### config.mk
export PLATFORM = sky130hd
export DESIGN_NAME = pipe_lane_ctrl
export DESIGN_NICKNAME = d
export VERILOG_FILES = /design/src/rtl/pipe_pkg.sv /design/src/rtl/pipe_phystatus_collector.sv /design/src/rtl/pipe_lane_ctrl.sv
export SDC_FILE = /design/constraint.sdc
export NUM_CORES = 1
export LEC_CHECK = 0
export BUFFER_PORTS_ARGS = -buffer_cell sky130_fd_sc_hd__clkbuf_2
export CORE_MARGIN = 2
export CORE_UTILIZATION = 56
export DETAILED_ROUTE_END_ITERATION = 8
export GPL_TIMING_DRIVEN = 0
export PLACE_DENSITY = 0.85
export SETUP_SLACK_MARGIN = 0.3
export SLEW_MARGIN = 20
export SYNTH_ARGS = -nofsm -noshare
export SYNTH_HDL_FRONTEND = slang
export SYNTH_SLANG_ARGS = --single-unit
### constraint.sdc
create_clock -name pclk -period 5.8 [get_ports pclk]
set_input_delay 0.58 -clock pclk [delete_from_list [all_inputs] [get_ports pclk]]
set_output_delay 0.58 -clock pclk [all_outputs]
set_load 0.01 [all_outputs]
### src/rtl/pipe_pkg.sv
// Shared definitions for the multi-lane PIPE control block: LTSSM substates,
// PIPE power/status encodings, controller state encoding and the rate target rule.
package pipe_pkg;

  localparam logic [3:0] SS_DETECT_QUIET  = 4'd0;
  localparam logic [3:0] SS_DETECT_ACTIVE = 4'd1;
  localparam logic [3:0] SS_POLLING       = 4'd2;
  localparam logic [3:0] SS_CONFIG        = 4'd3;
  localparam logic [3:0] SS_L0            = 4'd4;
  localparam logic [3:0] SS_RECOVERY      = 4'd5;
  localparam logic [3:0] SS_IDLE          = 4'd6;

  localparam logic [3:0] PD_P0 = 4'd0;
  localparam logic [3:0] PD_P1 = 4'd2;

  localparam logic [2:0] RXSTAT_DETECTED = 3'b011;

  typedef enum logic [1:0] {
    ST_IDLE      = 2'd0,
    ST_PD_WAIT   = 2'd1,
    ST_RATE_WAIT = 2'd2,
    ST_DET_WAIT  = 2'd3
  } lane_state_e;

  // Generation 1..5 maps to Rate 0..4; generation 0 is treated as Gen1.
  function automatic logic [2:0] calc_tgt_rate(input logic [2:0] gen, input logic [2:0] max_rate);
    logic [2:0] rate;
    if (gen == 3'd0) begin
      rate = 3'd0;
    end else if ((gen - 3'd1) > max_rate) begin
      rate = max_rate;
    end else begin
      rate = gen - 3'd1;
    end
    return rate;
  endfunction

endpackage

### src/rtl/pipe_phystatus_collector.sv
// Collects per-lane PhyStatus completions for one handshake and times out
// handshakes that never finish on every enabled lane.
module pipe_phystatus_collector
  import pipe_pkg::*;
#(
  parameter int NUM_LANES      = 4,
  parameter int TIMEOUT_CYCLES = 1024
) (
  input  logic                 pclk,
  input  logic                 reset_n,
  input  logic                 clear,
  input  logic                 start,
  input  logic [NUM_LANES-1:0] lane_en,
  input  logic [NUM_LANES-1:0] phystatus,
  output logic                 all_seen,
  output logic                 timeout
);

  localparam int TW = $clog2(TIMEOUT_CYCLES) + 1;
  localparam logic [TW-1:0] TMR_LAST = TW'(TIMEOUT_CYCLES - 1);
  localparam logic [TW-1:0] TMR_MAX  = {TW{1'b1}};

  logic [NUM_LANES-1:0] r_seen;
  logic [TW-1:0]        r_timer;
  logic [NUM_LANES-1:0] w_seen_now;

  // Sticky seen mask and saturating handshake timer.
  always_ff @(posedge pclk or negedge reset_n) begin
    if (!reset_n) begin
      r_seen  <= {NUM_LANES{1'b0}};
      r_timer <= {TW{1'b0}};
    end else if (clear) begin
      r_seen  <= {NUM_LANES{1'b0}};
      r_timer <= {TW{1'b0}};
    end else if (start) begin
      r_seen <= r_seen | phystatus;
      if (r_timer != TMR_MAX) begin
        r_timer <= r_timer + TW'(1);
      end else begin
        r_timer <= r_timer;
      end
    end else begin
      r_seen  <= r_seen;
      r_timer <= r_timer;
    end
  end

  // Pulses arriving this cycle count, so the last lanes complete without an extra cycle.
  always_comb begin
    w_seen_now = r_seen | phystatus | ~lane_en;
    all_seen   = start & (&w_seen_now);
    timeout    = start & ~all_seen & (r_timer >= TMR_LAST);
  end

endmodule

### src/rtl/pipe_lane_ctrl.sv
// Multi-lane PIPE control: sequences PowerDown/Rate changes and receiver
// detection against per-lane PhyStatus, and drives per-lane TxElecIdle.
module pipe_lane_ctrl
  import pipe_pkg::*;
#(
  parameter int NUM_LANES      = 4,
  parameter int TIMEOUT_CYCLES = 1024,
  parameter int MAX_RATE       = 4
) (
  input  logic                   pclk,
  input  logic                   reset_n,
  input  logic [3:0]             substate,
  input  logic [2:0]             generation,
  input  logic                   ElecIdle_req,
  input  logic                   Detect_req,
  input  logic [NUM_LANES-1:0]   lane_en,
  input  logic [NUM_LANES-1:0]   PhyStatus,
  input  logic [3*NUM_LANES-1:0] RxStatus,
  output logic                   TxDetectRx_Loopback,
  output logic [3:0]             PowerDown,
  output logic [2:0]             Rate,
  output logic [NUM_LANES-1:0]   TxElecIdle,
  output logic [NUM_LANES-1:0]   Lanes_detected,
  output logic                   Detect_done,
  output logic                   Detect_status,
  output logic                   busy,
  output logic                   timeout_err
);

  lane_state_e          r_state;
  logic [3:0]           r_pd;
  logic [2:0]           r_rate;
  logic                 r_txdet;
  logic [NUM_LANES-1:0] r_lanes;
  logic                 r_done;
  logic                 r_status;
  logic                 r_busy;
  logic                 r_tmo;
  logic [NUM_LANES-1:0] r_elec;

  lane_state_e          w_state_nxt;
  logic [3:0]           w_pd_nxt;
  logic [2:0]           w_rate_nxt;
  logic                 w_txdet_nxt;
  logic [NUM_LANES-1:0] w_lanes_nxt;
  logic                 w_done_nxt;
  logic                 w_status_nxt;
  logic                 w_busy_nxt;
  logic                 w_tmo_nxt;
  logic [NUM_LANES-1:0] w_elec_nxt;

  logic [3:0]           w_tgt_pd;
  logic [2:0]           w_tgt_rate;
  logic [NUM_LANES-1:0] w_rx_hit;
  logic                 w_clear;
  logic                 w_in_wait;
  logic                 w_all_seen;
  logic                 w_timeout;

  assign w_in_wait = (r_state != ST_IDLE);

  pipe_phystatus_collector #(
    .NUM_LANES      (NUM_LANES),
    .TIMEOUT_CYCLES (TIMEOUT_CYCLES)
  ) u_collector (
    .pclk      (pclk),
    .reset_n   (reset_n),
    .clear     (w_clear),
    .start     (w_in_wait),
    .lane_en   (lane_en),
    .phystatus (PhyStatus),
    .all_seen  (w_all_seen),
    .timeout   (w_timeout)
  );

  // Targets requested by the LTSSM and the per-lane receiver-present hits.
  always_comb begin
    w_tgt_pd   = (substate <= SS_DETECT_ACTIVE) ? PD_P1 : PD_P0;
    w_tgt_rate = calc_tgt_rate(generation, 3'(MAX_RATE));
    w_rx_hit   = {NUM_LANES{1'b0}};
    for (int i = 0; i < NUM_LANES; i++) begin
      w_rx_hit[i] = PhyStatus[i] & lane_en[i] & (RxStatus[3*i +: 3] == RXSTAT_DETECTED);
    end
  end

  // Next-state and next-output logic for the handshake sequencer.
  always_comb begin
    w_state_nxt = r_state;
    w_pd_nxt    = r_pd;
    w_rate_nxt  = r_rate;
    w_txdet_nxt = r_txdet;
    w_lanes_nxt = r_lanes;
    w_tmo_nxt   = 1'b0;
    w_clear     = 1'b0;
    if (r_done && !Detect_req) begin
      w_done_nxt = 1'b0;
    end else begin
      w_done_nxt = r_done;
    end

    case (r_state)
      ST_IDLE: begin
        if (w_tgt_pd != r_pd) begin
          w_pd_nxt    = w_tgt_pd;
          w_clear     = 1'b1;
          w_state_nxt = ST_PD_WAIT;
        end else if ((r_pd == PD_P0) && (w_tgt_rate != r_rate)) begin
          w_rate_nxt  = w_tgt_rate;
          w_clear     = 1'b1;
          w_state_nxt = ST_RATE_WAIT;
        end else if ((r_pd == PD_P1) && Detect_req && !r_done) begin
          w_txdet_nxt = 1'b1;
          w_lanes_nxt = {NUM_LANES{1'b0}};
          w_clear     = 1'b1;
          w_state_nxt = ST_DET_WAIT;
        end else begin
          w_state_nxt = ST_IDLE;
        end
      end
      ST_PD_WAIT, ST_RATE_WAIT: begin
        if (w_all_seen) begin
          w_state_nxt = ST_IDLE;
        end else if (w_timeout) begin
          w_tmo_nxt   = 1'b1;
          w_state_nxt = ST_IDLE;
        end else begin
          w_state_nxt = r_state;
        end
      end
      ST_DET_WAIT: begin
        w_lanes_nxt = r_lanes | w_rx_hit;
        if (w_all_seen) begin
          w_txdet_nxt = 1'b0;
          w_done_nxt  = 1'b1;
          w_state_nxt = ST_IDLE;
        end else if (w_timeout) begin
          w_txdet_nxt = 1'b0;
          w_done_nxt  = 1'b1;
          w_tmo_nxt   = 1'b1;
          w_state_nxt = ST_IDLE;
        end else begin
          w_state_nxt = ST_DET_WAIT;
        end
      end
      default: begin
        w_state_nxt = ST_IDLE;
      end
    endcase

    w_status_nxt = w_done_nxt & (|w_lanes_nxt);
    w_busy_nxt   = (w_state_nxt != ST_IDLE);
    w_elec_nxt   = {NUM_LANES{1'b0}};
    for (int i = 0; i < NUM_LANES; i++) begin
      w_elec_nxt[i] = ElecIdle_req | (substate <= SS_DETECT_ACTIVE) | ~lane_en[i] |
                      (r_state == ST_PD_WAIT);
    end
  end

  // State and output registers.
  always_ff @(posedge pclk or negedge reset_n) begin
    if (!reset_n) begin
      r_state  <= ST_IDLE;
      r_pd     <= PD_P1;
      r_rate   <= 3'd0;
      r_txdet  <= 1'b0;
      r_lanes  <= {NUM_LANES{1'b0}};
      r_done   <= 1'b0;
      r_status <= 1'b0;
      r_busy   <= 1'b0;
      r_tmo    <= 1'b0;
      r_elec   <= {NUM_LANES{1'b1}};
    end else begin
      r_state  <= w_state_nxt;
      r_pd     <= w_pd_nxt;
      r_rate   <= w_rate_nxt;
      r_txdet  <= w_txdet_nxt;
      r_lanes  <= w_lanes_nxt;
      r_done   <= w_done_nxt;
      r_status <= w_status_nxt;
      r_busy   <= w_busy_nxt;
      r_tmo    <= w_tmo_nxt;
      r_elec   <= w_elec_nxt;
    end
  end

  assign TxDetectRx_Loopback = r_txdet;
  assign PowerDown           = r_pd;
  assign Rate                = r_rate;
  assign TxElecIdle          = r_elec;
  assign Lanes_detected      = r_lanes;
  assign Detect_done         = r_done;
  assign Detect_status       = r_status;
  assign busy                = r_busy;
  assign timeout_err         = r_tmo;

endmodule

After elaboration in Yosys (flattened, before gate mapping):

Cells that the tools add are included.

* $add $sub $neg: 2
* equality and inequality tests: 15
* bitwise operators: 31
* reduce and logical (&&, ||, !) cells: 22
* muxes and demuxes: 37
* order comparisons: 3

Operators by type and width (number)
* $mux W11: 3
* $mux W4: 5
* $mux W1: 16
* $mux W2: 8
* $and A1 B1 Y1: 12
* $eq A3 B2 Y1 const B: 4
* $or A4 B4 Y4: 3
* $add A11 B1 Y11 const B: 1
* $ge A11 B10 Y1 const B: 1
* $ne A11 B11 Y1 const B: 1
* $reduce_bool A2 Y1: 5
* $or A1 B1 Y1: 9
* $pmux W4 S2: 1
* $mux W3: 2
* $ne A2 B2 Y1 const B: 3
* $not A1 Y1: 6
* $pmux W2 S3: 1
* $reduce_and A5 Y1: 1
* $eq A2 B2 Y1 const B: 2
* $eq A4 B2 Y1 const B: 1
* $le A4 B1 Y1 const B: 1
* $logic_and A1 B1 Y1: 4
* $logic_not A4 Y1: 1
* $ne A2 B4 Y1: 1
* other kinds (16): 18

* logic and storage cells: 122
* output and inout port bits: 20
* bits of input ports: 31
* flip-flop bits (word level): 37

Logic depth before layout (Yosys ltp):

* word-level depth: 11
* gate-level depth with buffers: 9

By module:

Synthesis repeated with hierarchy kept, for this count alone.

* cell total of the unflattened synthesis: 200
* area total of the unflattened synthesis: 1921.8 sq um

Modules (own cells, without submodules)
* pipe_lane_ctrl: area an instance 1098.6 sq um, instances 1, cells each 112, sequential area each 481.7 sq um
* pipe_phystatus_collector: area an instance 823.3 sq um, instances 1, cells each 88, sequential area each 375.4 sq um

Least setup slack after synthesis:

No wires, ideal clock.

* kind: input -> register
* from: input port generation[0]
* to: register r_rate[0], in the netlist Rate[0]
* path slack: 3.497 ns
* data arrival time: 2.176 ns
* setup time: 0.128 ns
* stages: 8
* cell sequence: inv_1 ha_1 buf_2 nor3b_2 nor3_1 a211oi_1 a21o_2 mux2_1

* longest elaborated chain between the ends: 7
* elaborated cells on any way between the ends: 8
* classes of those cells: 1 x add/sub; 1 x order compare; 1 x eq/ne; 2 x mux; 3 x reduce/logical

Ends and longest elaborated chain
* start, declared: line pipe_lane_ctrl.sv:13 `input logic [2:0] generation,`
* $sub A3 B1 Y3: line pipe_pkg.sv:30, pipe_pkg.sv:33
* $gt A3 B3 Y1: line pipe_pkg.sv:30 `end else if ((gen - 3'd1) > max_rate) begin`
* $mux W3: line pipe_pkg.sv:30
* $mux W3 *: line pipe_pkg.sv:28 `if (gen == 3'd0) begin`
* $ne A3 B3 Y1: line pipe_lane_ctrl.sv:107 `end else if ((r_pd == PD_P0) && (w_tgt_rate != r_rate)) begin`
* $logic_and A1 B1 Y1: line pipe_lane_ctrl.sv:107
* $reduce_and A3 Y1 (no source line)
* end signal, assigned: line pipe_lane_ctrl.sv:175 `r_rate <= w_rate_nxt;`
* end, declared: line pipe_lane_ctrl.sv:32 `logic [2:0] r_rate;`

Every way passes the cells marked *; elsewhere a longest branch is shown, timed or not.
A chain may end at the register's enable or synchronous reset.

Final worst setup path:

Same ends and word-level chain as after synthesis.

==> metrics.md <==
| Metric | Value |
|---|---|
| Status | `complete, no violations` |
| Final period util | `0.403` |
| CORE AREA | `~3300 sq um` |
| Post-cts sizing count | `0` |
| Min Tclk post-route | `2340 ps` |
| Top_reg_cell synth | `dfrtp_1` |
| Most common cell in the netlist | `dfrtp_1` |
| Via density | `5.45` |
| Clock slew at reported path FFs | `120 ps` |
| Area leader, netlist | `dfrtp_1` |
| Post-DP Area | `about 2200 sq um` |
| Post-synthesis mux area share | `0.0284` |
| Die Ht | `between 60 and 70 um` |
| Reg2reg end | `Rate[0]` |
| Critical path peak fanout | `10` |
| Total CTS buffers | `5` |
| Reg2reg start | `Rate[2]` |
| Synth Area in Adders | `0.0516` |
| Synth area leaders | `dfrtp_1, dfstp_2, ha_1` |
| Core Util, Final | `0.685` |
| CTS sink cnt | `34` |
| Sw power | `324 uW` |
| Clk Tree Root Cell | `clkbuf_4` |
| Synth top area share | `0.374` |
| Critical path cell sequence | `clkbuf_2 > inv_1 > ha_1 > buf_2 > nor3b_2 > nor3_1 > a211oi_1 > a21o_2 > mux2_1` |
| Post-synth top cells | `dfrtp_1, nand2_1, nor2_1` |
| Worst vdd ir | `around 200 uV` |
| Share of cells above drive strength 1 | `0.314` |
| Unique cell type count in the Yosys netlist | `between 40 and 50` |
| Fraction of registers with async set/reset | `1.00` |
| Clk_lat worst skew | `approximately 350 ps` |
| R2R cell count | `5` |
| Critical path class | `input pin to register` |
| Syn. warnings | `0` |
| Number of DRC markers in iteration 0 | `51` |
| CP arrival | `between 2000 and 3000 ps` |
| Crit-path slowest cell | `a211oi_1` |
| Via count | `roughly 1600` |
| Main combinational cell family by area after synthesis | `simple AND/OR/NAND/NOR gates` |
| Final hold vios | `0` |
| Rows | `21` |
| Max-Cap Viols | `0` |
| Largest net degree at the start of global routing | `35` |
| # H-tree levels | `2` |
| WL/cell | `about 13 um` |
| Slew @ Worst Pin | `819 ps` |
| Clock group share of total power | `0.157` |
| Post-synthesis simple-gate area fraction | `0.233` |
| Synthesized cell area | `between 1500 and 2000 sq um` |
| Power per cell area | `350 nW/um^2` |
| Total GRT Usage | `0.209` |
| Design area | `~2300 sq um` |
| Router iterations before antenna repair | `4` |
| First-pass GRT wire length | `6380 um` |
| Cell family with most CP delay | `compound AO/OA/AOI/OAI gates` |
| Combinational fraction of design power | `0.429` |
| # Post-CTS Setup Buffers | `0` |
| Int Power | `~480 uW` |
| Slew HR | `0.454` |
| Initial antenna violation count | `0` |
| Synth Area per Inst | `around 10 sq um` |
| FMAX | `between 400 and 500 MHz` |
| Final setup vio count | `0` |
| Flop2flop setup slack | `3860 ps` |
| Fillers | `roughly 270` |
| Max-slew violations | `0` |
| Post-synth EDFFs | `0` |
| Setup tns final | `0 ps` |
| IO Pins | `between 50 and 60` |
| XOR/XNOR Fraction of Synth Area | `0.0316` |
| RSZ-0062 raised after global routing | `no` |
| Die width | `roughly 63 um` |
| Final WL | `about 3800 um` |
| P_leak | `0.00111 uW` |
| CP Capture Type | `register` |
| Bufs and invs on worst path | `3` |
| Syn Inst Count | `around 200` |
| Initial Util | `0.581` |
| Antenna Violating Nets Remaining | `0` |
| Hold-fix buffer count after cts | `0` |
| Full die area | `~4000 sq um` |
| RePlAce Congestion | `approximately 0.85` |
| DR DRC count | `0` |
| Clock skew | `between 20 and 25 ps` |
| Vias in the first global route | `1472` |
| Worst Path Required | `6020 ps` |
| Hpwl dp | `between 2000 and 3000 um` |
| Register area share after synthesis | `0.442` |
| Critical Path Start Type | `input pin` |
| Switching Fraction | `0.405` |
| TritonCTS clock tree | `built` |
| Area delta synth->final | `17.9%` |
| Crit-path max cell delay | `480 ps` |
| WHS | `between 200 and 300 ps` |
| Number of port buffers | `46` |
| Compound-Gate Fraction of Synth Area | `0.170` |
| Min-Delay Path Class | `input pin to async pin` |
| Yosys reg bits | `34` |
| N_diodes | `0` |
| Final nets | `roughly 290` |
| Grt ovf | `0` |
| Seq pwr share | `0.414` |
| CTS max path bufs | `2` |
[worst register-to-register path, cell delays in order (launching register included)]
cell,delay (ps)
dfrtp_1,450
or4b_1,480
a21o_1,200
a31oi_4,190
a21o_2,190
mux2_1,320
[worst max-delay path by stage]
| stage | slack, ps | end | depth (start not counted) | startpoint |
|---|---|---|---|---|
| 2_1_floorplan | 3500 | Rate[0] | 8 | generation[0] |
| 3_3_place_gp | 3160 | Rate[0] | 9 | generation[0] |
| 3_5_place_dp | 3150 | Rate[0] | 9 | generation[0] |
| 4_1_cts | 3490 | Rate[0] | 9 | generation[0] |
| 5_1_grt | 3340 | Rate[2] | 9 | generation[0] |
| 6_report | 3460 | Rate[0] | 9 | generation[0] |
[power groups by stage]
stage          clock network [uW]  registers [uW]  logic, uW
2_1_floorplan                   0             339        243
3_5_place_dp                    0             335        346
6_report                      126             331        344
5_1_grt                       143             339        380
4_1_cts                       129             330        347
3_3_place_gp                    0             333        335
[cell usage in the layout (no fill, tap or decap), types with 7 or more instances in the layout]
cell      netlist  routed
a21oi_1        11      11
dfrtp_1        29      29
ha_1            8       8
nor2_2         10      10
nand2_1        16      16
clkbuf_2        0      46
nor2_1         16      16
nand4_1         8       8
inv_1           8       8
nor3_1         10      10
xor2_1          7       7
[cells by family after synthesis]
kind of cell / count (synthesis)
fa+ha+maj: 8
buf+inv: 16
other cells: 1
mux: 5
compound gates: 44
simple gates: 84
xor+xnor: 7
flops: 34
[sequential cells by signal (all words and copies together), names as in the netlist]
signal,cells
busy,1
Detect_done,1
PowerDown,1
u_collector.r_timer,11
u_collector.r_seen,4
timeout_err,1
TxDetectRx_Loopback,1
Rate,3
TxElecIdle,4
Detect_status,1
r_state,2
Lanes_detected,4
[stage by stage]
| stage | setup slack [ps] | total power (uW) | cells |
|---|---|---|---|
| 2_1_floorplan | 3500 | 582 | 201 |
| 3_3_place_gp | 3160 | 668 | 293 |
| 3_5_place_dp | 3150 | 681 | 293 |
| 4_1_cts | 3490 | 806 | 301 |
| 5_1_grt | 3340 | 863 | 301 |
| 6_report | 3460 | 800 | 301 |
[per-layer routing]
| layer | wire length (um) | vias to the layer above | track usage |
|---|---|---|---|
| li1 | - | 824 | - |
| met2 | 1860 | 40 | 0.362 |
| met3 | 200 | 7 | 0.0631 |
| met1 | 1660 | 768 | 0.242 |
| met5 | 0 | - | 0 |
| met4 | 65 | 0 | 0.0806 |
[area by class of cell]
type,instances,area [sq um],share of cell area
multi-input combinational,151,1010,0.442
clock buffer,6,41.3,0.0181
timing repair buffer,46,230,0.101
inverter,8,30.0,0.0131
sequential,34,857,0.375
clock inverter,2,10.0,0.00438
tap,46,57.6,0.0252
buffer,8,50.0,0.0219
Power figures use the tool's default switching activity.
